**src/rtl/reg_write_arbiter_pkg.sv**
```systemverilog
// Shared register-file geometry and helper types for the write arbiter.
package reg_arb_pkg;
  localparam int DW = 8;
  localparam int PW = 4;

  typedef logic [PW:0]   rf_addr_t;
  typedef logic [DW-1:0] rf_data_t;
endpackage

```
**src/rtl/reg_write_arbiter_rr.sv**
```systemverilog
// Combinational round-robin picker: first set req bit at or after ptr wins.
module rr_arbiter #(
  parameter int N = 3,
  localparam int IW = (N > 1) ? $clog2(N) : 1
) (
  input  logic [N-1:0]  req,
  input  logic [IW-1:0] ptr,
  output logic [N-1:0]  gnt,
  output logic [IW-1:0] idx,
  output logic          any
);

  // Scan from ptr upward with wrap; the first hit claims the one-hot grant.
  always_comb begin
    int i;
    gnt = '0;
    idx = '0;
    any = 1'b0;
    i   = 0;
    for (int k = 0; k < N; k++) begin
      i = (int'(ptr) + k) % N;
      if (!any && req[i]) begin
        any    = 1'b1;
        gnt[i] = 1'b1;
        idx    = IW'(i);
      end
    end
  end

endmodule

```
**src/rtl/reg_write_arbiter.sv**
```systemverilog
// Round-robin owner of the register file's single write port, with a
// registered write stage and read bypass for the cycle the write is held.
module reg_write_arbiter
  import reg_arb_pkg::*;
#(
  parameter int NREQ = 3,
  parameter int pw   = reg_arb_pkg::PW,
  parameter int DW   = reg_arb_pkg::DW,
  localparam int GW  = (NREQ > 1) ? $clog2(NREQ) : 1
) (
  input  logic                      clk,
  input  logic                      reset,
  input  logic [NREQ-1:0]           req_valid,
  input  logic [NREQ-1:0][pw:0]     req_addr,
  input  logic [NREQ-1:0][DW-1:0]   req_data,
  output logic [NREQ-1:0]           req_ready,
  output logic [GW-1:0]             grant_id,
  output logic                      rf_wr_en,
  output logic [pw:0]               rf_wr_addr,
  output logic [DW-1:0]             rf_dat_in,
  output logic                      err_oob,
  input  logic [pw:0]               rd_addr,
  input  logic [DW-1:0]             rf_rd_data,
  input  logic [DW-1:0]             rf_acc,
  output logic [DW-1:0]             rd_data,
  output logic [DW-1:0]             acc_data
);

  logic [GW-1:0] rr_ptr;
  logic [GW-1:0] ptr_nxt;
  logic [GW-1:0] win_idx;
  logic          accept;

  rr_arbiter #(.N(NREQ)) u_rr (
    .req (req_valid),
    .ptr (rr_ptr),
    .gnt (req_ready),
    .idx (win_idx),
    .any (accept)
  );

  // Pointer moves one past the winner, wrapping at NREQ-1; fixed at 0 for a single requester.
  always_comb begin
    ptr_nxt = '0;
    if (NREQ > 1)
      ptr_nxt = (win_idx == GW'(NREQ - 1)) ? '0 : win_idx + GW'(1);
  end

  // Output register: capture the accepted write, or drop it and flag an out-of-range address.
  always_ff @(posedge clk or posedge reset) begin
    if (reset) begin
      rr_ptr     <= '0;
      grant_id   <= '0;
      rf_wr_en   <= 1'b0;
      rf_wr_addr <= '0;
      rf_dat_in  <= '0;
      err_oob    <= 1'b0;
    end else if (accept) begin
      rr_ptr   <= ptr_nxt;
      grant_id <= win_idx;
      if (!req_addr[win_idx][pw]) begin
        rf_wr_en   <= 1'b1;
        rf_wr_addr <= req_addr[win_idx];
        rf_dat_in  <= req_data[win_idx];
        err_oob    <= 1'b0;
      end else begin
        rf_wr_en <= 1'b0;
        err_oob  <= 1'b1;
      end
    end else begin
      rf_wr_en <= 1'b0;
      err_oob  <= 1'b0;
    end
  end

  // Bypass the pending write over stale file data; rd_addr 0 keeps whatever the file returns.
  always_comb begin
    rd_data  = rf_rd_data;
    acc_data = rf_acc;
    if (rf_wr_en && (rd_addr == rf_wr_addr) && (rd_addr != '0))
      rd_data = rf_dat_in;
    if (rf_wr_en && (rf_wr_addr == '0))
      acc_data = rf_dat_in;
  end

endmodule

```
**config.mk**
```make
export PLATFORM = sky130hd
export DESIGN_NAME = reg_write_arbiter
export DESIGN_NICKNAME = d
export VERILOG_FILES = /design/src/rtl/reg_write_arbiter_pkg.sv /design/src/rtl/reg_write_arbiter_rr.sv /design/src/rtl/reg_write_arbiter.sv
export SDC_FILE = /design/constraint.sdc
export NUM_CORES = 1
export LEC_CHECK = 0
export ABC_AREA = 1
export CELL_PAD_IN_SITES_DETAIL_PLACEMENT = 1
export CELL_PAD_IN_SITES_GLOBAL_PLACEMENT = 1
export CORE_AREA = 2 2 87 89
export DETAILED_ROUTE_END_ITERATION = 16
export DIE_AREA = 0 0 89 91
export HOLD_SLACK_MARGIN = 0.08
export PLACE_DENSITY = 0.88
export SLEW_MARGIN = 30
export SYNTH_ARGS = -nofsm -noshare
export SYNTH_HDL_FRONTEND = slang
export SYNTH_SLANG_ARGS = --single-unit
export TNS_END_PERCENT = 5
```
**constraint.sdc**
```tcl
create_clock -name clk -period 2.6 [get_ports clk]
set_input_delay 0.52 -clock clk [delete_from_list [all_inputs] [get_ports clk]]
set_output_delay 0.52 -clock clk [all_outputs]
set_load 0.01 [all_outputs]
```
# ---- Word-level counts from Yosys, hierarchy flattened
# Index checks and enable logic that the tools add are counted.
dict set report totals {
  output_inout_bits 36
  latchBits 0
  n_memories 0
  mem_bits_ro 0
  register_bits 18
  input_bits 65
  mem_bits_rw 0
}
dict set report classes {
  muxes 35
  shifts 0
  n_eq_ne 2
  mul 0
  bitwise_logic 3
  magnitude_cmp 7
  n_div 3
  n_reduce_logical 13
  add_sub_neg 3
}
# cell count
set ops {}
lappend ops {{32-bit by 1-bit >= comparator with 1-bit output, second input constant} 3}
lappend ops {{32-bit by 4-bit < comparator with 1-bit output, second input constant} 3}
lappend ops {{32-bit by 3-bit modulo with 32-bit output, second input constant} 2}
lappend ops {{3-bit by 3-bit modulo with 32-bit output, second input constant} 1}
lappend ops {{8-bit 2-to-1 mux} 3}
lappend ops {{8-bit binary-select mux with 2-bit select} 1}
lappend ops {{1-bit 2-to-1 mux} 16}
lappend ops {{5-bit binary-select mux with 2-bit select} 1}
lappend ops {{3-bit 2-to-1 mux} 3}
lappend ops {{1-bit logical AND} 8}
lappend ops {{2-bit 2-to-1 mux} 4}
lappend ops {{1-bit binary-select mux with 2-bit select} 3}
lappend ops {{1-bit demux with 2-bit select} 3}
lappend ops {{3-bit bitwise OR} 2}
lappend ops {{5-bit by 4-bit equality test with 1-bit output} 1}
lappend ops {{5-bit logical NOT} 1}
lappend ops {{5-bit 2-to-1 mux} 1}
lappend ops {{5-bit nonzero test} 1}
lappend ops {{2-bit by 1-bit adder with 3-bit output, second input constant} 1}
lappend ops {{2-bit by 2-bit adder with 3-bit output, second input constant} 1}
lappend ops {{2-bit by 3-bit < comparator with 1-bit output, second input constant} 1}
lappend ops {{2-bit by 1-bit adder with 2-bit output, second input constant} 1}
lappend ops {{2-bit equality test, second input constant} 1}
lappend ops {{1-bit logical NOT} 2}
lappend ops {{2 further kinds} 2}

# ---- Longest topological paths before layout
# Gate-level depths: netlist (run 1).
dict set report depth {
  depth_word 15
  depth_mapped 17
  mapped_depth_nobuf 16
}

# ---- Modules after synthesis
# A second synthesis (run 1) with hierarchy kept.
dict set report hier_totals {
  cells_unflattened 274
  hier_area_um2 1631.6
}
# module n_inst cells_per_inst area_each_um2 seq_area_each_um2
set by_module_without_submodules {}
lappend by_module_without_submodules {reg_write_arbiter 1 213 1311.3 450.4}
lappend by_module_without_submodules {rr_arbiter 1 61 320.3 0.0}

# ---- Worst setup path before layout (run 1)
# Ideal clock, no wire load.
dict set report synth_path {
  kind {register to output}
  from {register rr_ptr[0]}
  to {output req_ready[1]}
  stages_incl_launch_ff 12
  arrival_ps 1629
  path_buffers 1
  path_slack_ps 451
  path_cell_list {dfrtp_1 inv_1 ha_1 inv_2 nand2_2 nand2_2 nand2_1 nand2_2 nand3_1 nand2_2 buf_2 nand2_1}
}
dict set report synth_via {
  elab_chain_cells 11
  word_cells_on_any_way 40
  classes_between {add/sub: 2; div: 3; order compare: 6; mux: 20; bitwise: 2; reduce/logical: 7}
}
# item line_no
set synth_rtl {}
lappend synth_rtl {{start: declaration} reg_write_arbiter.sv:29} ;# logic [GW-1:0] rr_ptr;
lappend synth_rtl {{start signal: assignment} reg_write_arbiter.sv:59} ;# rr_ptr <= ptr_nxt;
lappend synth_rtl {{branches (longest 10 deep; another with 32-bit by 3-bit modulo with 32-bit output)} -}
lappend synth_rtl {{3-bit 2-to-1 mux *} reg_write_arbiter_rr.sv:22} ;# if (!any && req[i]) begin
lappend synth_rtl {{end: declaration} reg_write_arbiter.sv:16} ;# output logic [NREQ-1:0] req_ready,
# Mark *: on every way between the ends. The select of a mux whose other input is x is not followed.

# ---- Final worst setup path (run 1)
dict set report layout_path {
  from {register rr_ptr[0]}
  to {output req_ready[2]}
}
# The elaborated chain is that of the path after synthesis.

==> results of run 1 <==
==> final timing paths <==
check,cells after the start,end,startpoint,slack (ns)
max,10,req_ready[2],rr_ptr[0],0.12
min,2,rf_dat_in[1],rf_dat_in[1],0.52
max reg2reg,14,rf_wr_addr[3],rr_ptr[1],0.19
min reg2reg,2,rf_dat_in[1],rf_dat_in[1],0.52
max in group asynchronous,2,rf_dat_in[6],reset,1.51
min in group asynchronous,2,rf_dat_in[2],reset,0.68
==> Yosys cell counts (2+ instances only) <==
cell type and instances:
nand2_1 95, inv_1 48, nand3_1 47, dfrtp_1 18, o21ai_0 18, nand2_2 6, inv_2 5, buf_4 4
ha_1 4, nand2_4 4, nand3_2 4, buf_2 3, clkbuf_1 3, o22ai_1 3, nand4_2 2, nor2_1 2
nor4_1 2
==> per-stage QoR <==
| stage | TNS [ns] | cell area, µm² | setup WS, ns |
|---|---|---|---|
| after global placement | -2.41 | 2960 | -0.225 |
| final | 0 | 3020 | 0.124 |
| after CTS | -0.0646 | 3010 | -0.0646 |
| after global routing | 0 | 3020 | 0.00345 |
| after floorplan | 0 | 1730 | 0.451 |
| after detailed placement | -3.76 | 2960 | -0.368 |
==> state kept, by name (all words and copies together) (netlist names) <==
name	cells
rf_dat_in	8
rf_wr_addr	4
grant_id	2
rr_ptr	2
err_oob	1
rf_wr_en	1
==> cells by family after synthesis <==
group / after synthesis / share of synthesized area
other: 1 / 0.00217
AOI/OAI and AO/OA: 28 / 0.0932
adders and majority gates: 4 / 0.0289
xor gates and xnor gates: 1 / 0.00506
DFF: 18 / 0.260
and+or+nand+nor: 166 / 0.453
buffers and inverters: 65 / 0.158
==> cell type report <==
cell class              count  area, µm²
inverters                  54        205
repair buffers            125       1140
well taps                  99        124
flip-flops and latches     18        450
clock buffers               4       55.1
multi-input cells         200       1050
fillers                   935       4110
==> power breakdown <==
part / switching (mW) / internal, mW / leakage (nW) / total (mW)
combinational: 2.00 / 1.43 / 1.32 / 3.44
sequential: 0.129 / 0.454 / 0.222 / 0.584
clock: 0.0850 / 0.134 / 0.0288 / 0.219
total: 2.22 / 2.02 / 1.58 / 4.24
==> worst min-delay path: stages (launching register included) <==
cell and delay, ns:
dfrtp_1 0.37, nand2_1 0.06, nand2_1 0.06
==> metal layers <==
| metal | GRT usage | part of all wire | up-vias |
|---|---|---|---|
| met2 | 0.290 | 0.50 | 75 |
| met3 | 0.0173 | 0.069 | 6 |
| met1 | 0.170 | 0.42 | 995 |
| met4 | 0.0398 | 0.013 | 0 |
| met5 | 0 | 0 | - |
| li1 | - | - | 1121 |
==> repair_timing <==
action                     in CTS  in global routing
resized for setup              39                 11
gates cloned                    0                  0
pin swaps                       3                  2
setup endpoints to repair      11                 28
buffers inserted                1                  1
hold buffers                    0                  0
==> impl_metrics.py, run 1 <==
metrics = {
    "setup_path": {
        "worstSetupEndpointType": "output pin",
        "largest_driver_fanout_on_the_critical_path": 4,
        "critPathSlowestCell": "dfrtp_1",
        "critical_path_required_ns": 2.08,
        "worst-endpoint-arrival_ns": 1.96,
        "crit_path_frequent_cell": "nand2_2",
        "timing.critical_path.from_type": "flip-flop",
        "max_stage_delay_ns": 0.39,
        "critical_path.cell_chain": "inv_1, ha_4, inv_2, nand2_2, nand2_2, a21oi_4, buf_4, nand4_2, o211ai_1, clkdlybuf4s15_1",
        "critical_path.top_delay_family": "buffers and inverters",
        "criticalPathCategory": "flip-flop to output pin",
        "critical_path_buf_inv_count": 4,
    },
    "timing": {
        "finalSetupViolCount": 0,
        "final.setup_skew_ns": 0.00110,
        "unrepaired_setup_endpoints_after_global_routing": "no",
        "report.final.hold_viol_count": 0,
        "final_max_slew_viol_count": 0,
        "timing.fmax_ghz": 0.404,
        "tightestPinTransition_ns": 0.643,
        "finalWorstPathRequiredPeriod_ns": 2.48,
        "timing.final.crit_share": 0.952,
        "maxSlewHeadroom": 0.571,
        "hold-worst-slack_ns": 0.519,
    },
    "detailed_routing": {
        "drtPass1Iterations": 4,
        "totalWireLength_um": 6540,
        "wire_per_inst_um": 13.1,
        "via_per_inst": 4.39,
        "drc": 0,
        "drtAntennaViolNets": 0,
        "initialDrtViolationCount": 71,
        "vias": 2197,
    },
    "synthesis": {
        "synth.cell_area_mm2": 0.00173,
        "syn_nets": 352,
        "share_of_the_synthesized_area_in_the_top_cell_type": 0.260,
        "mapped_cells": 283,
        "yosysUniqueCellTypes": 32,
        "synth.top_cells.by_area": "dfrtp_1, nand2_1, nand3_1",
        "yosys.area.top_type": "dfrtp_1",
        "synth-edff-count": 0,
        "postSynth.topFlopCell": "dfrtp_1",
        "syn-mean-instance-area_um2": 6.12,
        "synth-async-reset-ratio": 1.00,
        "number_of_flip_flops_and_latches_in_the_synthesized_netlist": 18,
        "yosysSeqAreaShare": 0.260,
        "synth-warning-count": 0,
    },
    "power_and_ir_drop": {
        "powerDensity_mw_per_mm2": 1400,
        "vdd.ir_drop.worst_uv": 503,
        "power_leakage_nw": 1.58,
        "total_power_mw": 4.24,
    },
    "clocking": {
        "path_clk_slew_ns": 0.06,
        "ctsHtreeMaxLevel": 1,
        "cts_buffers": 3,
        "ctsRootBufferMaster": "clkbuf_8",
        "worst_skew_pair.late_latency_ns": 0.25,
        "tritoncts": "done",
        "clock_path_buffers": 2,
        "numClockSinks": 18,
    },
    "floorplanning": {
        "floorplan.die.width_um": 89,
        "start_util": 0.243,
        "core-area_mm2": 0.00714,
        "rows": 31,
        "die_h_um": 91,
        "count_of_boundary_i_o_pins": 101,
        "floorplan_die_area_mm2": 0.00810,
    },
    "placement": {
        "place_hpwl_um": 5530,
        "gpl.final_weighted_congestion": 0.817,
        "buffer_ports.inserted": 99,
        "placed_cells": 494,
    },
    "grt": {
        "grt_util_all_layers": 0.151,
        "grt_overflow": 0,
        "grt_start_max_net_pins": 19,
        "vias_in_the_first_global_route": 2220,
        "wire_length_of_the_first_global_routing_pass_um": 9850,
        "grt_antenna_before_repair": 0,
    },
    "job": {
        "max_cap_check_violation_count": 0,
    },
    "status": {
        "outcome": "complete, no violations",
    },
    "finish": {
        "layout.cells.most_common": "nand2_1",
        "fraction_of_layout_cells_with_a_size_suffix_above_1": 0.177,
        "design.final.nets": 471,
        "flow.area_growth_from_synthesis_pct": 74.6,
        "mostFrequentLayoutCells": "nand2_1, clkdlybuf4s50_1, inv_1",
        "layout.cells.non_filler": 500,
        "diodes": 0,
        "postLayoutCoreUtil": 0.424,
    },
    "min_path": {
        "hold_path_class": "flip-flop to flip-flop",
    },
}
No activity file was read; power rests on OpenSTA's default activity.
==> inputs of run 2 (changes only) <==
--- a/config.mk
+++ b/config.mk
@@ -13,6 +13,7 @@
 export DIE_AREA = 0 0 89 91
 export HOLD_SLACK_MARGIN = 0.08
 export PLACE_DENSITY = 0.88
+export SKIP_CTS_REPAIR_TIMING = 1
 export SLEW_MARGIN = 30
 export SYNTH_ARGS = -nofsm -noshare
 export SYNTH_HDL_FRONTEND = slang
==> run 2 against run 1 <==
Against the previous run:
- non-clock buffer count decreased by 2
- clock skew barely moved
- register-to-register slack improved by 0.02 ns
- sequential share of layout area shrank 0.28 points
- maximum frequency down 4.1%
- worst hold slack about the same
- total power up 0.79%
- worst setup slack worse by 0.11 ns
- routed wire length up 0.67%
==> impl_metrics.py, run 2 (synthesis results as in run 1) <==
metrics = {
    "detailed_routing": {
        "drtAntennaViolNets": 0,
        "vias": 2198,
        "via_per_inst": 4.41,
        "drc": 0,
        "totalWireLength_um": 6580,
        "drtPass1Iterations": 4,
        "initialDrtViolationCount": 49,
        "wire_per_inst_um": 13.2,
    },
    "power_and_ir_drop": {
        "total_power_mw": 4.27,
        "vdd.ir_drop.worst_uv": 521,
        "internal_power_consumption_mw": 2.05,
        "share_clk_of_total_power": 0.051,
        "portion_of_total_power_attributed_to_combinational_logic": 0.812,
        "power_switching_mw": 2.22,
        "powerDensity_mw_per_mm2": 1390,
        "seqPwrFrac": 0.137,
        "power_leakage_nw": 1.68,
        "switching_share": 0.519,
    },
    "finish": {
        "mostFrequentLayoutCells": "nand2_1, clkdlybuf4s50_1, inv_1",
        "flow.area_growth_from_synthesis_pct": 77.9,
        "diodes": 0,
        "largest_reg_flops": 8,
        "final.fill_count": 935,
        "top_register": "rf_dat_in",
        "layout.cells.most_common": "nand2_1",
        "reg.largest.list": "rf_dat_in: 8 flops, rf_wr_addr: 4 flops",
        "design.final.nets": 469,
        "fraction_of_layout_cells_with_a_size_suffix_above_1": 0.145,
    },
    "setup_path": {
        "critical_path_required_ns": 2.08,
        "max_stage_delay_ns": 0.43,
        "timing.critical_path.from_type": "input port",
        "critical_path.cell_chain": "clkdlybuf4s50_1, inv_1, nor2_1, nor4_1, nand3_1, buf_6, o21ai_0, dlymetal6s2s_1",
        "worstSetupEndpointType": "output pin",
        "critPathSlowestCell": "clkdlybuf4s50_1",
        "worst-endpoint-arrival_ns": 2.06,
        "largest_driver_fanout_on_the_critical_path": 16,
        "reg2regPathDepth": 14,
        "criticalPathCategory": "input port to output pin",
    },
    "timing": {
        "fin_ws_ns": 0.0173,
        "final.setup_skew_ns": 0.00146,
        "finalWorstPathRequiredPeriod_ns": 2.58,
        "hold-worst-slack_ns": 0.519,
        "timing.final.crit_share": 0.993,
        "tightestPinTransition_ns": 0.645,
        "setup_total_negative_slack_ns": 0,
        "final_max_slew_viol_count": 0,
        "report.final.hold_viol_count": 0,
        "finalSetupViolCount": 0,
        "timing.fmax_ghz": 0.387,
        "maxSlewHeadroom": 0.570,
    },
    "min_path": {
        "hold_path_class": "flip-flop to flip-flop",
        "min_delay_path_depth": 2,
    },
    "clocking": {
        "numClockSinks": 18,
        "clock_path_buffers": 2,
        "ctsRootBufferMaster": "clkbuf_8",
        "worst_skew_pair.late_latency_ns": 0.25,
        "tritoncts": "done",
        "path_clk_slew_ns": 0.06,
        "cts_buffers": 3,
        "ctsHtreeMaxLevel": 1,
    },
    "placement": {
        "gpl.final_weighted_congestion": 0.817,
        "buffer_ports.inserted": 99,
        "post-place-ws_ns": -0.368,
        "place_hpwl_um": 5530,
    },
    "grt": {
        "grt_util_all_layers": 0.149,
        "grt_start_max_net_pins": 19,
        "grt_antenna_before_repair": 0,
        "grt_overflow": 0,
        "vias_in_the_first_global_route": 2210,
        "wire_length_of_the_first_global_routing_pass_um": 9720,
    },
    "floorplanning": {
        "floorplan_die_area_mm2": 0.00810,
        "count_of_boundary_i_o_pins": 101,
        "rows": 31,
        "start_util": 0.243,
        "core-area_mm2": 0.00714,
        "floorplan.die.width_um": 89,
        "die_h_um": 91,
    },
    "job": {
        "max_cap_check_violation_count": 0,
    },
    "status": {
        "outcome": "complete, no violations",
    },
}
-- run 2: changes by cell type in the layout (fill, tap and decap cells not counted), moves of 2 or more --
cell / change
dlymetal6s2s_1: +11
ha_2: -2
buf_4: -2
ha_1: +2
buf_2: -7
clkbuf_2: -2
-- run 2: path summary, 6_finish.rpt --
check                                     to    startpoint  slack [ns]
worst max-delay path              rd_data[1]    rd_addr[0]        0.02
worst min-delay path            rf_dat_in[1]  rf_dat_in[1]        0.52
worst max register to register  rf_dat_in[1]     rr_ptr[1]        0.21
worst min register to register  rf_dat_in[1]  rf_dat_in[1]        0.52
max in group asynchronous       rf_dat_in[6]         reset        1.51
min in group asynchronous       rf_dat_in[2]         reset        0.68
-- run 2: critical path, delay by kind of cell --
family	cells	cell delay [ns]
buffers and inverters	4	0.90
and+or+nand+nor	3	0.45
AOI/OAI and AO/OA	1	0.19
-- run 2: layout make-up --
class,count,area (µm²),share of cell area
inverter,54,205,0.0666
clock buffer,4,55.1,0.0179
timing repair buffer,123,1200,0.390
multi-input combinational,200,1050,0.340
sequential,18,450,0.146
tap,99,124,0.0402
-- run 2: metal layers --
metal,wire length [µm],global-route usage,vias up,share of wire
met5,0,0,-,0
met4,87,0.0398,0,0.013
met3,444,0.0173,6,0.067
met2,3330,0.282,74,0.51
met1,2720,0.170,1003,0.41
li1,-,-,1115,-
-- run 2: power groups by stage --
stage | clock (mW) | sequential [mW] | combinational, mW
after global placement | 0 | 0.577 | 3.30
after CTS | 0.225 | 0.581 | 3.42
after floorplan | 0 | 0.610 | 2.08
after global routing | 0.234 | 0.606 | 3.86
final | 0.219 | 0.584 | 3.47
after detailed placement | 0 | 0.586 | 3.40
-- run 2: metrics by stage --
step / utilization / cell area [µm²] / instances
after floorplan: - / 1730 / 283
after global placement: 0.415 / 2960 / 494
after detailed placement: 0.415 / 2960 / 494
after CTS: 0.422 / 3010 / 498
after global routing: 0.432 / 3080 / 498
final: 0.432 / 3080 / 498
==> inputs of run 3 (changes only) <==
--- a/config.mk
+++ b/config.mk
@@ -8,11 +8,11 @@
 export ABC_AREA = 1
 export CELL_PAD_IN_SITES_DETAIL_PLACEMENT = 1
 export CELL_PAD_IN_SITES_GLOBAL_PLACEMENT = 1
-export CORE_AREA = 2 2 87 89
+export CORE_AREA = 2 2 85 87
 export DETAILED_ROUTE_END_ITERATION = 16
-export DIE_AREA = 0 0 89 91
+export DIE_AREA = 0 0 87 89
 export HOLD_SLACK_MARGIN = 0.08
-export PLACE_DENSITY = 0.88
+export PLACE_DENSITY = 0.91
 export SKIP_CTS_REPAIR_TIMING = 1
 export SLEW_MARGIN = 30
 export SYNTH_ARGS = -nofsm -noshare
==> constraint.sdc (replaced) <==
create_clock -name clk -period 3.1 [get_ports clk]
set_input_delay 0.62 -clock clk [delete_from_list [all_inputs] [get_ports clk]]
set_output_delay 0.62 -clock clk [all_outputs]
set_load 0.01 [all_outputs]
==> run 3 against run 2 <==
Against the previous run:
- the flow now finishes with violations (negative setup slack)
- die area shrank 4.4%
- worst setup slack worse by 0.022 ns
- worst hold slack got worse by 0.022 ns
- core utilization rose by 0.17 points
- clock skew grew 0.0011 ns
- clock power fell by 15%
- flip-flop and latch count did not move
- combinational power shrank 23%
- cell area is 5.5% lower
- register-to-register slack gained 0.38 ns
- routed wire length is 4.8% lower
- non-clock buffer count shrank 16
- critical path type is now flip-flop to output pin
==> impl_metrics.py, run 3 (synthesis results as in run 1) <==
metrics = {
    "status": {
        "outcome": "finished, violations left",
        "violated_checks": "negative setup slack",
    },
    "clocking": {
        "ctsHtreeMaxLevel": 1,
        "cts_buffers": 3,
        "path_clk_slew_ns": 0.07,
        "numClockSinks": 18,
        "ctsRootBufferMaster": "clkbuf_8",
        "tritoncts": "done",
        "worst_skew_pair.late_latency_ns": 0.25,
        "clock_path_buffers": 2,
    },
    "grt": {
        "grt_util_all_layers": 0.157,
        "grt_start_max_net_pins": 19,
        "grt_overflow": 0,
        "vias_in_the_first_global_route": 2126,
        "grt_antenna_before_repair": 0,
        "wire_length_of_the_first_global_routing_pass_um": 9730,
    },
    "placement": {
        "post-place-ws_ns": -0.0460,
        "buffer_ports.inserted": 99,
        "dpl_cell_area_mm2": 0.00282,
        "gpl.final_weighted_congestion": 0.828,
        "place_hpwl_um": 5370,
    },
    "setup_path": {
        "worst-endpoint-arrival_ns": 2.48,
        "worstSetupEndpointType": "output pin",
        "timing.critical_path.from_type": "flip-flop",
        "critical_path_required_ns": 2.48,
        "criticalPathCategory": "flip-flop to output pin",
        "largest_driver_fanout_on_the_critical_path": 8,
    },
    "power_and_ir_drop": {
        "portion_of_total_power_attributed_to_combinational_logic": 0.799,
        "seqPwrFrac": 0.145,
        "power_leakage_nw": 1.55,
        "power_switching_mw": 1.79,
        "vdd.ir_drop.worst_uv": 503,
        "share_clk_of_total_power": 0.056,
        "total_power_mw": 3.33,
        "internal_power_consumption_mw": 1.54,
        "switching_share": 0.537,
        "powerDensity_mw_per_mm2": 1140,
    },
    "timing": {
        "timing.final.crit_share": 1.00,
        "final_max_slew_viol_count": 0,
        "unrepaired_setup_endpoints_after_global_routing": "yes",
        "maxSlewHeadroom": 0.557,
        "finalSetupViolCount": 1,
        "finalWorstPathRequiredPeriod_ns": 3.10,
        "final.setup_skew_ns": 0.00260,
        "fin_ws_ns": -0.00470,
        "report.final.hold_viol_count": 0,
        "timing.fmax_ghz": 0.322,
        "tightestPinTransition_ns": 0.665,
    },
    "floorplanning": {
        "rows": 30,
        "die_h_um": 89,
        "floorplan.die.width_um": 87,
        "floorplan_die_area_mm2": 0.00774,
        "count_of_boundary_i_o_pins": 101,
        "start_util": 0.258,
        "core-area_mm2": 0.00672,
    },
    "job": {
        "max_cap_check_violation_count": 0,
    },
    "finish": {
        "fraction_of_layout_cells_with_a_size_suffix_above_1": 0.104,
        "mostFrequentLayoutCells": "nand2_1, clkdlybuf4s50_1, inv_1",
        "largest_reg_flops": 8,
        "design.final.nets": 453,
        "flow.area_growth_from_synthesis_pct": 68.1,
        "top_register": "rf_dat_in",
        "stdcell_area_mm2": 0.00291,
        "reg.largest.list": "rf_dat_in: 8 flops, rf_wr_addr: 4 flops",
        "layout.cells.most_common": "nand2_1",
        "diodes": 0,
    },
    "detailed_routing": {
        "via_per_inst": 4.69,
        "drtPass1Iterations": 5,
        "drc": 0,
        "initialDrtViolationCount": 36,
        "wire_per_inst_um": 13.5,
        "vias": 2172,
        "drtAntennaViolNets": 0,
        "totalWireLength_um": 6260,
    },
    "min_path": {
        "hold_path_class": "flip-flop to flip-flop",
    },
}
[run 3: critical path: stages (launching register included)]
cell,delay [ns]
dfrtp_1,0.43
inv_1,0.13
ha_2,0.27
inv_2,0.08
nand2_1,0.08
nand3_2,0.10
nand2_4,0.14
nand2_1,0.09
a21oi_1,0.16
nand2_1,0.08
o221ai_1,0.10
clkdlybuf4s50_1,0.59
[run 3: power by group through the flow]
stage / registers, mW / logic, mW / clock network, mW
after floorplan: 0.511 / 1.75 / 0
after global placement: 0.481 / 2.55 / 0
after detailed placement: 0.486 / 2.66 / 0
after CTS: 0.484 / 2.68 / 0.191
after global routing: 0.502 / 3.00 / 0.203
final: 0.482 / 2.66 / 0.186
[run 3: stage by stage]
step | setup TNS (ns) | utilization | cells | hold slack, ns
2_1_floorplan | 0 | - | 283 | 0.516
3_3_place_gp | 0 | 0.419 | 459 | 0.488
3_5_place_dp | -0.203 | 0.419 | 459 | 0.480
4_1_cts | -0.179 | 0.427 | 463 | 0.506
5_1_grt | -0.227 | 0.433 | 463 | 0.538
6_report | -0.00470 | 0.433 | 463 | 0.496
[run 3: final timing paths]
| path | start | to | slack [ns] | cells past startpoint |
|---|---|---|---|---|
| max | rr_ptr[1] | req_ready[0] | -0.005 | 11 |
| min | grant_id[1] | grant_id[1] | 0.50 | 2 |
| max reg2reg | rr_ptr[0] | rf_dat_in[1] | 0.59 | 15 |
| min reg2reg | grant_id[1] | grant_id[1] | 0.50 | 2 |
| max in group asynchronous | reset | rf_wr_addr[0] | 1.90 | 2 |
| min in group asynchronous | reset | err_oob | 0.77 | 2 |
[run 3: layout make-up]
type                    count  area (µm²)
fillers                   845        3810
well taps                  80         100
repair buffers            107        1070
clock buffers               4        55.1
inverters                  54         205
multi-input cells         200        1030
flip-flops and latches     18         450
[run 3: routing by layer]
metal,share of wire,track usage,up-vias,wire [µm]
met5,0,0,-,0
met4,0.013,0.0469,0,82
met3,0.075,0.0231,6,470
met2,0.49,0.292,84,3080
met1,0.42,0.185,995,2630
li1,-,-,1087,-
